**src/rtl/prog_loader.sv**
```systemverilog
`default_nettype none
// +--------------------------------------------------------------------------+
// | prog_loader : streams a length-prefixed program image into RAM while      |
// | holding the CPU in reset; optional XOR checksum via PROG_LOADER_CHECKSUM_EN|
// | Revision    : 1.0 - initial release                                      |
// +--------------------------------------------------------------------------+
module prog_loader #(
  parameter int ADDR_W = 6,
  parameter int DATA_W = 8
) (
  input  logic              clk,
  input  logic              rst,
  input  logic              start,
  input  logic [DATA_W-1:0] in_data,
  input  logic              in_valid,
  output logic              in_ready,
  output logic [ADDR_W-1:0] ram_addr,
  output logic [DATA_W-1:0] ram_data,
  output logic              ram_we,
  output logic              cpu_rst,
  output logic              busy,
  output logic              done,
  output logic              err
);

  localparam int c_DEPTH = 2 ** ADDR_W;
  // Wide enough to hold both any length byte and the RAM depth itself.
  localparam int c_LEN_W = (DATA_W > ADDR_W + 1) ? DATA_W : ADDR_W + 1;

  typedef enum logic [2:0] {
    S_IDLE = 3'd0,
    S_LEN  = 3'd1,
    S_DATA = 3'd2,
`ifdef PROG_LOADER_CHECKSUM_EN
    S_CSUM = 3'd3,
`endif
    S_DONE = 3'd4,
    S_ERR  = 3'd5
  } state_t;

  state_t              r_state;
  state_t              w_state_nx;
  logic                w_accept;
  logic                w_len_bad;
  logic                w_last_byte;
  logic [c_LEN_W-1:0]  w_len_ext;
  logic [ADDR_W-1:0]   w_len_m1;
  logic [ADDR_W-1:0]   r_idx;
  logic [ADDR_W-1:0]   r_last;
  logic                r_ram_we;
  logic [ADDR_W-1:0]   r_ram_addr;
  logic [DATA_W-1:0]   r_ram_data;
`ifdef PROG_LOADER_CHECKSUM_EN
  logic [DATA_W-1:0]   r_csum;
`endif

  assign w_len_ext   = c_LEN_W'(in_data);
  assign w_len_bad   = (in_data == '0) || (w_len_ext > c_LEN_W'(c_DEPTH));
  assign w_len_m1    = ADDR_W'(in_data - DATA_W'(1));
  // r_last holds N-1, so the index stops at the final address and never wraps.
  assign w_last_byte = (r_idx == r_last);

  assign ram_we   = r_ram_we;
  assign ram_addr = r_ram_addr;
  assign ram_data = r_ram_data;

  always_ff @(posedge clk or posedge rst) begin
    if (rst) begin
      r_state <= S_IDLE;
    end else begin
      r_state <= w_state_nx;
    end
  end

  always_comb begin
    in_ready   = 1'b0;
    busy       = 1'b0;
    done       = 1'b0;
    err        = 1'b0;
    cpu_rst    = 1'b1;
    w_state_nx = r_state;

    case (r_state)
      S_LEN, S_DATA: begin
        in_ready = 1'b1;
        busy     = 1'b1;
      end
`ifdef PROG_LOADER_CHECKSUM_EN
      S_CSUM: begin
        in_ready = 1'b1;
        busy     = 1'b1;
      end
`endif
      S_DONE: begin
        done    = 1'b1;
        cpu_rst = 1'b0;
      end
      S_ERR: begin
        err = 1'b1;
      end
      default: begin
      end
    endcase

    w_accept = in_valid && in_ready;

    case (r_state)
      S_IDLE, S_DONE, S_ERR: begin
        if (start) begin
          w_state_nx = S_LEN;
        end
      end
      S_LEN: begin
        if (w_accept) begin
          w_state_nx = w_len_bad ? S_ERR : S_DATA;
        end
      end
      S_DATA: begin
        if (w_accept && w_last_byte) begin
`ifdef PROG_LOADER_CHECKSUM_EN
          w_state_nx = S_CSUM;
`else
          w_state_nx = S_DONE;
`endif
        end
      end
`ifdef PROG_LOADER_CHECKSUM_EN
      S_CSUM: begin
        if (w_accept) begin
          w_state_nx = (in_data == r_csum) ? S_DONE : S_ERR;
        end
      end
`endif
      default: begin
        w_state_nx = S_IDLE;
      end
    endcase
  end

  always_ff @(posedge clk or posedge rst) begin
    if (rst) begin
      r_idx      <= '0;
      r_last     <= '0;
      r_ram_we   <= 1'b0;
      r_ram_addr <= '0;
      r_ram_data <= '0;
`ifdef PROG_LOADER_CHECKSUM_EN
      r_csum     <= '0;
`endif
    end else begin
      r_ram_we <= 1'b0;
      case (r_state)
        S_IDLE, S_DONE, S_ERR: begin
          if (start) begin
            r_idx <= '0;
`ifdef PROG_LOADER_CHECKSUM_EN
            r_csum <= '0;
`endif
          end
        end
        S_LEN: begin
          if (w_accept) begin
            r_last <= w_len_m1;
          end
        end
        S_DATA: begin
          if (w_accept) begin
            r_ram_we   <= 1'b1;
            r_ram_addr <= r_idx;
            r_ram_data <= in_data;
`ifdef PROG_LOADER_CHECKSUM_EN
            r_csum     <= r_csum ^ in_data;
`endif
            if (!w_last_byte) begin
              r_idx <= r_idx + 1'b1;
            end
          end
        end
        default: begin
        end
      endcase
    end
  end

endmodule
`default_nettype wire

```
**config.mk**
```make
export PLATFORM = sky130hd
export DESIGN_NAME = prog_loader
export DESIGN_NICKNAME = d
export VERILOG_FILES = /design/src/rtl/prog_loader.sv
export SDC_FILE = /design/constraint.sdc
export NUM_CORES = 1
export LEC_CHECK = 0
export CAP_MARGIN = 20
export CORE_MARGIN = 5
export CORE_UTILIZATION = 40
export CTS_CLUSTER_DIAMETER = 100
export DETAILED_ROUTE_END_ITERATION = 16
export DONT_BUFFER_PORTS = 1
export GPL_TIMING_DRIVEN = 0
export SKIP_LAST_GASP = 1
export SYNTH_ARGS = -nofsm -noshare
export SYNTH_HDL_FRONTEND = slang
export SYNTH_SLANG_ARGS = --single-unit
```
**constraint.sdc**
```tcl
create_clock -name clk -period 2 [get_ports clk]
set_input_delay 0.1 -clock clk [delete_from_list [all_inputs] [get_ports clk]]
set_output_delay 0.1 -clock clk [all_outputs]
set_load 0.05 [all_outputs]
```
==> impl_metrics.py, run 1 <==
metrics = {
    "worst_hold_path": {
        "min_to": "r_last[2]",
        "worstHoldPathCells": 2,
        "worstHoldStart": "in_data[2]",
        "hold_path_class": "input pin to flop",
    },
    "timing": {
        "tightest_slew_ns": 0.5864,
        "tns_ns": 0,
        "skew_ns": 0.003124,
        "finalCritPeriodShare_pct": 91.37,
        "fmax_mhz": 547.2,
        "setup_viol": 0,
        "max_slew_margin_pct": 60.87,
        "hold_viol": 0,
        "worst_slack_ns": 0.1727,
        "slew_viol_final": 0,
        "post-route-min-period_ns": 1.827,
        "rsz0062_at_grt": "no",
    },
    "cells_and_area": {
        "drive_above_1_share_pct": 22.09,
        "most-common-layout-cells": "dfrtp_1, mux2_2, nand2_1, dlygate4sd3_1, inv_1",
        "area_delta_synth_final_pct": 18.63,
        "layout.nets": 177,
        "mostFrequentLayoutCell": "dfrtp_1",
        "antenna_cells": 0,
    },
    "clocking": {
        "clk_pin_slew_worst_paths_ns": 0.07,
        "clock_sinks": 30,
        "cts_tree": "yes",
        "cts_setup_buffers": 0,
        "cts_buffer_depth": 2,
        "worst_skew_pair.late_latency_ns": 0.28,
        "cts_made_buffers": 5,
        "root_buffer": "clkbuf_8",
        "h-tree-depth": 2,
    },
    "synth": {
        "yosys.area.top_type": "dfrtp_1",
        "yosys_warnings": 0,
        "synth-seq-cells": 30,
        "yosysSeqAreaShare_pct": 48.19,
        "yosysUniqueCellTypes": 35,
        "avgSynthCellArea_um2": 10.89,
        "yosysTopAreaCellShare_pct": 48.19,
        "async_flop_share_pct": 100.0,
        "synthTopCellsByArea": "dfrtp_1, mux2_2, xnor2_1, o211ai_1, nand2_1",
        "ys.flop_type": "dfrtp_1",
        "synthesis.area_um2": 1558,
        "syn-num-nets": 158,
        "synth-edff-count": 0,
        "syn_inst": 143,
    },
    "power_and_ir_drop": {
        "p_leak_nw": 0.8126,
        "vdd_drop_max_mv": 0.8912,
        "powerDensity_nw_per_um2": 1231,
        "total_power_mw": 2.276,
    },
    "run_status": {
        "status": "finished, final reports clean",
    },
    "worst_setup_path": {
        "worstReg2RegEnd": "r_idx[2]",
        "required_ns": 1.90,
        "critPathLaunchType": "flop",
        "r2r-start": "r_idx[3]",
        "ff2ff_setup_slack_ns": 0.42,
        "reg2reg_depth": 5,
        "end_kind": "output pin",
        "critPathKind": "flop to output pin",
        "crit_arrival_ns": 1.73,
        "cp_max_fo": 7,
    },
    "drt": {
        "initialDrtViolationCount": 44,
        "num_vias": 1111,
        "avgRoutedWirePerCell_um": 14.92,
        "routed_wirelength_mm": 3.148,
        "drt-pass1-iter-count": 4,
        "drc": 0,
        "via_per_inst": 5.265,
        "antenna_left": 0,
    },
    "die": {
        "die-area_um2": 5242,
        "io_pins": 32,
        "start_util_pct": 41.92,
        "fp-row-count": 22,
        "die_y_um": 72.41,
        "core_um2": 3716,
        "die_w_um": 72.41,
    },
    "global_routing": {
        "grt_antenna_before_repair": 0,
        "grt_pass1_vias": 1231,
        "grt_max_degree": 19,
        "grt_first_pass_wirelength_mm": 5.471,
        "track_usage_pct": 13.55,
        "grt_remaining_overflow": 0,
    },
    "flow_run": {
        "drv_cap": 0,
    },
    "place": {
        "portBuffers": 0,
        "dpl.hpwl_mm": 2.309,
        "place_ws_ns": 0.2150,
        "gp_congestion": 0.7183,
    },
}
==> cell families after synthesis <==
kind of cell,after synthesis,share of synthesized area [%]
xor gates and xnor gates,11,6.185
muxes,15,10.76
and+or+nand+nor,43,15.18
buffers and inverters,16,4.899
AOI/OAI and AO/OA,25,12.37
adders and majority gates,3,2.410
DFF,30,48.19
==> worst max-delay path: stages, from the launching register on <==
cell and delay, ns:
dfrtp_1 0.46, nor2b_1 0.19, nand2b_1 0.33, inv_1 0.47
==> how the worst max path moves through the flow <==
stage               end  slack (ns)  cells after the start  startpoint
2_1_floorplan  in_ready        0.28                      4  r_state[0]
3_3_place_gp   in_ready        0.23                      4  r_state[0]
3_5_place_dp   in_ready        0.21                      4  r_state[0]
4_1_cts            done        0.16                      3  r_state[2]
5_1_grt        in_ready         0.1                      4  r_state[0]
6_report           done        0.17                      3  r_state[2]
==> flip-flops by register name, summed over array words and instances, names as in the netlist <==
name,count
ram_data,8
r_idx,6
r_last,6
ram_addr,6
r_state,3
ram_we,1
==> layer usage <==
layer / wire length, µm / GRT usage (%) / vias up / share of wire (%)
met5: 0 / 0 / - / 0
met4: 83 / 6.967 / 0 / 2.6
met3: 205 / 5.402 / 8 / 6.5
met2: 1588 / 22.14 / 31 / 50
met1: 1270 / 15.21 / 536 / 40
li1: - / - / 536 / -
==> area by class of cell <==
| cell class | count | area [µm²] |
|---|---|---|
| repair buffers | 12 | 137.6 |
| flip-flops and latches | 30 | 750.7 |
| inverters | 9 | 33.78 |
| multi-input cells | 97 | 733.2 |
| clock inverters | 3 | 21.27 |
| plain buffers | 7 | 42.54 |
| fillers | 346 | 1868 |
| well taps | 48 | 60.06 |
| clock buffers | 5 | 68.82 |
==> synth_stat cells (2+ instances only) <==
library cell	count
mux2_2	14
and2_1	2
dfrtp_1	30
ha_1	3
o21ai_0	7
nor2_1	8
a21oi_1	2
nand2_1	11
nand3_1	7
nor2b_1	4
o211ai_1	7
o2111ai_1	2
buf_4	3
nand2b_1	3
xor2_1	4
inv_1	9
buf_2	3
xnor2_1	7
==> metrics by stage <==
stage               instance area, µm²  util, %  hold slack [ns]  instances
floorplan                         1558        -           0.1908        143
global placement                  1618    43.54           0.2192        191
detailed placement                1645    44.28          0.07098        192
CTS                               1848    49.73         0.003400        211
global route                      1848    49.73          0.01354        211
finish                            1848    49.73         0.009360        211
==> repair_timing <==
| action | 4_1_cts | 5_1_grt |
|---|---|---|
| endpoints found under the hold margin | 24 | 0 |
| endpoints found under the setup margin | 1 | 0 |
| hold buffers | 11 | 0 |
| gates resized for setup | 1 | 0 |
==> where the power goes <==
| group | total, mW | switching (mW) | internal [mW] |
|---|---|---|---|
| combinational | 0.667 | 0.408 | 0.259 |
| clock | 0.481 | 0.238 | 0.244 |
| sequential | 1.13 | 0.376 | 0.751 |
Note: power is estimated with default switching activity, not from simulation.
==> run 2: changes to the inputs <==
--- a/config.mk
+++ b/config.mk
@@ -6,13 +6,12 @@
 export NUM_CORES = 1
 export LEC_CHECK = 0
 export CAP_MARGIN = 20
-export CORE_MARGIN = 5
+export CORE_MARGIN = 1.5
 export CORE_UTILIZATION = 40
 export CTS_CLUSTER_DIAMETER = 100
 export DETAILED_ROUTE_END_ITERATION = 16
 export DONT_BUFFER_PORTS = 1
 export GPL_TIMING_DRIVEN = 0
-export SKIP_LAST_GASP = 1
 export SYNTH_ARGS = -nofsm -noshare
 export SYNTH_HDL_FRONTEND = slang
 export SYNTH_SLANG_ARGS = --single-unit
==> run 2 against run 1 <==
Critical path depth is the same. Wire length is 7.9% lower. Flip-flop and latch count stayed put. Sequential power is essentially flat. Register-to-register slack improved by 0.02 ns. Setup slack worse by 0.0032 ns. Combinational power fell by 0.9%. Critical endpoint unchanged. Largest cell class unchanged. Largest power group unchanged. Highest routed layer unchanged.
==> impl_metrics.py, run 2 (synthesized netlist as in run 1, its figures left out) <==
metrics = {
    "run_status": {
        "status": "finished, final reports clean",
    },
    "drt": {
        "num_vias": 1088,
        "drc": 0,
        "routed_wirelength_mm": 2.898,
        "antenna_left": 0,
        "initialDrtViolationCount": 13,
        "drt-pass1-iter-count": 4,
        "avgRoutedWirePerCell_um": 13.93,
        "via_per_inst": 5.231,
    },
    "timing": {
        "max_slew_margin_pct": 61.97,
        "hold_viol": 0,
        "fmax_mhz": 546.3,
        "setup_viol": 0,
        "tightest_slew_ns": 0.5698,
        "slew_viol_final": 0,
        "post-route-min-period_ns": 1.831,
        "rsz0062_at_grt": "no",
        "skew_ns": 0.001599,
        "finalCritPeriodShare_pct": 91.53,
        "tns_ns": 0,
        "worst_slack_ns": 0.1694,
    },
    "cells_and_area": {
        "layout.nets": 176,
        "mostFrequentLayoutCell": "dfrtp_1",
        "largest_reg_flops": 8,
        "antenna_cells": 0,
        "area_delta_synth_final_pct": 17.51,
        "drive_above_1_share_pct": 21.25,
        "most-common-layout-cells": "dfrtp_1, mux2_2, nand2_1, dlygate4sd3_1, inv_1",
    },
    "power_and_ir_drop": {
        "switching_share_pct": 43.58,
        "p_sw_mw": 0.9847,
        "vdd_drop_max_mv": 0.5752,
        "p_int_mw": 1.275,
        "clkPwrFrac_pct": 20.9,
        "seqPwrFrac_pct": 49.9,
        "powerDensity_nw_per_um2": 1234,
        "p_leak_nw": 0.8074,
        "pwr-share-comb_pct": 29.2,
    },
    "worst_setup_path": {
        "critPathKind": "flop to output pin",
        "crit_arrival_ns": 1.73,
        "cp_max_fo": 7,
        "required_ns": 1.90,
        "critPathLaunchType": "flop",
        "end_kind": "output pin",
    },
    "die": {
        "io_pins": 32,
        "start_util_pct": 42.23,
        "die_y_um": 65.41,
        "die_w_um": 65.41,
        "die-area_um2": 4278,
        "core_um2": 3689,
        "fp-row-count": 22,
    },
    "clocking": {
        "root_buffer": "clkbuf_8",
        "clk_pin_slew_worst_paths_ns": 0.06,
        "cts_tree": "yes",
        "cts_made_buffers": 5,
        "cts_setup_buffers": 0,
        "h-tree-depth": 2,
        "clock_sinks": 30,
        "cts_buffer_depth": 2,
        "worst_skew_pair.late_latency_ns": 0.28,
    },
    "place": {
        "place_ws_ns": 0.2272,
        "dpl.hpwl_mm": 2.178,
        "gp_congestion": 0.7611,
        "portBuffers": 0,
    },
    "global_routing": {
        "grt_remaining_overflow": 0,
        "grt_first_pass_wirelength_mm": 4.871,
        "track_usage_pct": 15.36,
        "grt_antenna_before_repair": 0,
        "grt_max_degree": 19,
        "grt_pass1_vias": 1109,
    },
    "worst_hold_path": {
        "hold_path_class": "input pin to flop",
    },
    "flow_run": {
        "drv_cap": 0,
    },
}
run 2: cell types whose count changed in the layout (fill, tap and decap cells not counted):
cell and change:
clkinv_2 -1, clkinv_4 -1, clkbuf_8 +1, clkinvlp_4 -1, dlygate4sd3_1 -1
run 2: power by group through the flow:
stage	registers [mW]	logic (mW)	clock network [mW]
after detailed placement	1.14	0.647	0
after floorplan	1.11	0.569	0
final	1.13	0.661	0.472
after CTS	1.13	0.668	0.485
after global routing	1.15	0.731	0.510
after global placement	1.13	0.628	0
run 2: cell type report:
class / instances / area [µm²]
Fill cell: 358 / 1858
Inverter: 9 / 33.78
Tap cell: 48 / 60.06
Multi-Input combinational cell: 97 / 733.2
Buffer: 7 / 42.54
Sequential cell: 30 / 750.7
Clock buffer: 6 / 82.58
Timing Repair Buffer: 11 / 127.6
run 2: through the flow:
step | power (mW) | hold WS [ns] | instance area, µm² | util [%] | std cells
after floorplan | 1.676 | 0.1908 | 1558 | - | 143
after global placement | 1.762 | 0.2192 | 1618 | 43.86 | 191
after detailed placement | 1.784 | 0.07598 | 1645 | 44.61 | 192
after CTS | 2.282 | 0.001736 | 1831 | 49.63 | 208
after global routing | 2.390 | 0.01364 | 1831 | 49.63 | 208
final | 2.259 | 0.01160 | 1831 | 49.63 | 208
run 2: path summary, 6_finish.rpt:
check,startpoint,end,slack [ns],cells after the start
worst min-delay path,in_data[2],r_last[2],0.01,2
max in group asynchronous,rst,r_state[0],1.20,3
worst max register to register,r_state[0],ram_addr[0],0.44,4
min in group asynchronous,rst,r_idx[1],0.32,2
worst min register to register,r_last[1],r_last[1],0.50,2
worst max-delay path,r_state[2],done,0.17,3
run 2: worst max-delay path: stages (launching register included):
cell,delay [ns]
dfrtp_1,0.46
nor2b_1,0.19
nand2b_1,0.33
inv_1,0.46
run 2: routing by layer:
layer	vias to the layer above	routed length (µm)	global-route usage [%]
li1	538	-	-
met1	519	1288	18.15
met2	26	1392	24.36
met3	5	150	5.479
met4	0	65	8.333
met5	-	0	0
run 2: what timing repair did:
item / CTS / global route
hold buffers: 10 / 0
resized for setup: 1 / 0
setup endpoints to repair: 1 / 0
hold endpoints to repair: 23 / 0
==> run 3: changes to the inputs <==
--- a/config.mk
+++ b/config.mk
@@ -12,6 +12,7 @@
 export DETAILED_ROUTE_END_ITERATION = 16
 export DONT_BUFFER_PORTS = 1
 export GPL_TIMING_DRIVEN = 0
+export SETUP_SLACK_MARGIN = 0.4
 export SYNTH_ARGS = -nofsm -noshare
 export SYNTH_HDL_FRONTEND = slang
 export SYNTH_SLANG_ARGS = --single-unit
==> run 3 against run 2 <==
Final area grew 3.1%. Register-to-register slack gained 0.04 ns. Clock skew grew 0.0024 ns. Setup slack gained 0.30 ns. Power grew 3.6%. Largest cell class is now multi-input combinational cells. Wire length grew 3.8%.
==> impl_metrics.py, run 3 (synthesized netlist as in run 1, its figures left out) <==
metrics = {
    "clocking": {
        "cts_buffer_depth": 2,
        "worst_skew_pair.late_latency_ns": 0.27,
        "root_buffer": "clkbuf_8",
        "cts_tree": "yes",
        "clock_sinks": 30,
        "clk_pin_slew_worst_paths_ns": 0.06,
        "h-tree-depth": 2,
        "cts_made_buffers": 5,
    },
    "power_and_ir_drop": {
        "powerDensity_nw_per_um2": 1241,
        "p_leak_nw": 0.8251,
        "p_int_mw": 1.335,
        "p_sw_mw": 1.007,
        "total_power_mw": 2.341,
        "clkPwrFrac_pct": 20.5,
        "pwr-share-comb_pct": 31.2,
        "seqPwrFrac_pct": 48.3,
        "vdd_drop_max_mv": 0.8454,
        "switching_share_pct": 42.99,
    },
    "timing": {
        "tightest_slew_ns": 0.5772,
        "finalCritPeriodShare_pct": 76.77,
        "slew_viol_final": 0,
        "worst_slack_ns": 0.4646,
        "hold_viol": 0,
        "tns_ns": 0,
        "rsz0062_at_grt": "no",
        "setup_viol": 0,
        "skew_ns": 0.004009,
        "post-route-min-period_ns": 1.535,
        "fmax_mhz": 651.3,
        "max_slew_margin_pct": 61.48,
    },
    "place": {
        "dpl.hpwl_mm": 2.262,
        "portBuffers": 0,
        "place_ws_ns": 0.4104,
        "gp_congestion": 0.7421,
    },
    "worst_setup_path": {
        "reg2reg_depth": 4,
        "path_cells": "xnor2_2 > nor2_4 > buf_6",
        "cp_max_fo": 8,
        "critPathLaunchType": "flop",
        "r2r-start": "r_state[0]",
        "worstReg2RegEnd": "ram_data[2]",
        "worst_path_max_delay_cell": "dfrtp_1",
        "required_ns": 1.90,
        "ff2ff_setup_slack_ns": 0.48,
        "timing.critical_path.buf_inv": 1,
        "end_kind": "output pin",
        "critPathKind": "flop to output pin",
        "path_delay_family": "flip-flops",
        "crit_arrival_ns": 1.44,
        "crit_path_max_incr_delay_ns": 0.46,
    },
    "cells_and_area": {
        "layout.nets": 177,
        "num-fill-cells": 342,
        "most-common-layout-cells": "dfrtp_1, mux2_2, nand2_1, dlygate4sd3_1, inv_1",
        "regArea_um2": 752.0,
        "antenna_cells": 0,
        "drive_above_1_share_pct": 25.77,
        "mostFrequentLayoutCell": "dfrtp_1",
        "multi_input_area_um2": 754.5,
        "area_delta_synth_final_pct": 21.12,
        "largest_reg_flops": 8,
    },
    "die": {
        "io_pins": 32,
        "die_y_um": 65.41,
        "start_util_pct": 42.23,
        "core_um2": 3689,
        "die_w_um": 65.41,
        "die-area_um2": 4278,
        "fp-row-count": 22,
    },
    "global_routing": {
        "grt_remaining_overflow": 0,
        "grt_pass1_vias": 1238,
        "track_usage_pct": 16.10,
        "grt_max_degree": 19,
        "grt_antenna_before_repair": 0,
        "grt_first_pass_wirelength_mm": 5.278,
    },
    "worst_hold_path": {
        "hold_path_class": "input pin to flop",
        "worstHoldPathCells": 2,
        "worstHoldStart": "in_valid",
        "min_to": "r_idx[5]",
    },
    "flow_run": {
        "drv_cap": 0,
    },
    "drt": {
        "via_per_inst": 5.483,
        "drc": 0,
        "antenna_left": 0,
        "drt-pass1-iter-count": 4,
        "num_vias": 1157,
        "routed_wirelength_mm": 3.008,
        "initialDrtViolationCount": 34,
        "avgRoutedWirePerCell_um": 14.26,
    },
    "run_status": {
        "status": "finished, final reports clean",
    },
}
-- run 3: repair_timing --
action | 4_1_cts | 5_1_grt
hold endpoints to repair | 23 | 0
gates resized for setup | 7 | 5
buffers inserted | 0 | 1
pin swaps | 1 | 2
setup endpoints to repair | 2 | 22
hold buffers | 10 | 0
-- run 3: area by class of cell --
type	count	area share [%]
buffer	7	2.984
clock inverter	1	0.2653
inverter	9	1.989
tap	48	3.183
clock buffer	7	4.576
sequential	30	39.85
timing repair buffer	12	7.162
multi-input combinational	97	39.99
-- run 3: worst max-delay path by stage --
| stage | start | end | depth (start not counted) |
|---|---|---|---|
| finish | r_state[1] | in_ready | 3 |
| detailed placement | r_state[0] | ram_addr[4] | 4 |
| floorplan | r_state[0] | in_ready | 4 |
| global placement | r_state[0] | ram_addr[3] | 4 |
| CTS | r_state[2] | err | 2 |
| global route | r_state[1] | in_ready | 3 |
-- run 3: per-stage QoR --
stage | area [µm²] | std cells | utilization [%] | hold slack (ns)
2_1_floorplan | 1560 | 143 | - | 0.1908
3_3_place_gp | 1620 | 191 | 43.93 | 0.2196
3_5_place_dp | 1648 | 192 | 44.67 | 0.07593
4_1_cts | 1869 | 210 | 50.68 | 0.007071
5_1_grt | 1887 | 211 | 51.15 | 0.02768
6_report | 1887 | 211 | 51.15 | 0.01675
-- run 3: routing by layer --
metal | vias to the layer above | share of wire (%) | global-route usage, %
met2 | 43 | 51 | 27.93
li1 | 536 | - | -
met1 | 567 | 41 | 18.29
met3 | 11 | 5.7 | 5.308
met4 | 0 | 2.2 | 6.250
met5 | - | 0 | 0
-- run 3: power by group through the flow --
stage	Clock, mW	Sequential, mW	Combinational, mW
after floorplan	0	1.11	0.573
after global placement	0	1.14	0.630
after detailed placement	0	1.14	0.657
after CTS	0.497	1.13	0.712
after global routing	0.518	1.15	0.807
final	0.481	1.13	0.730
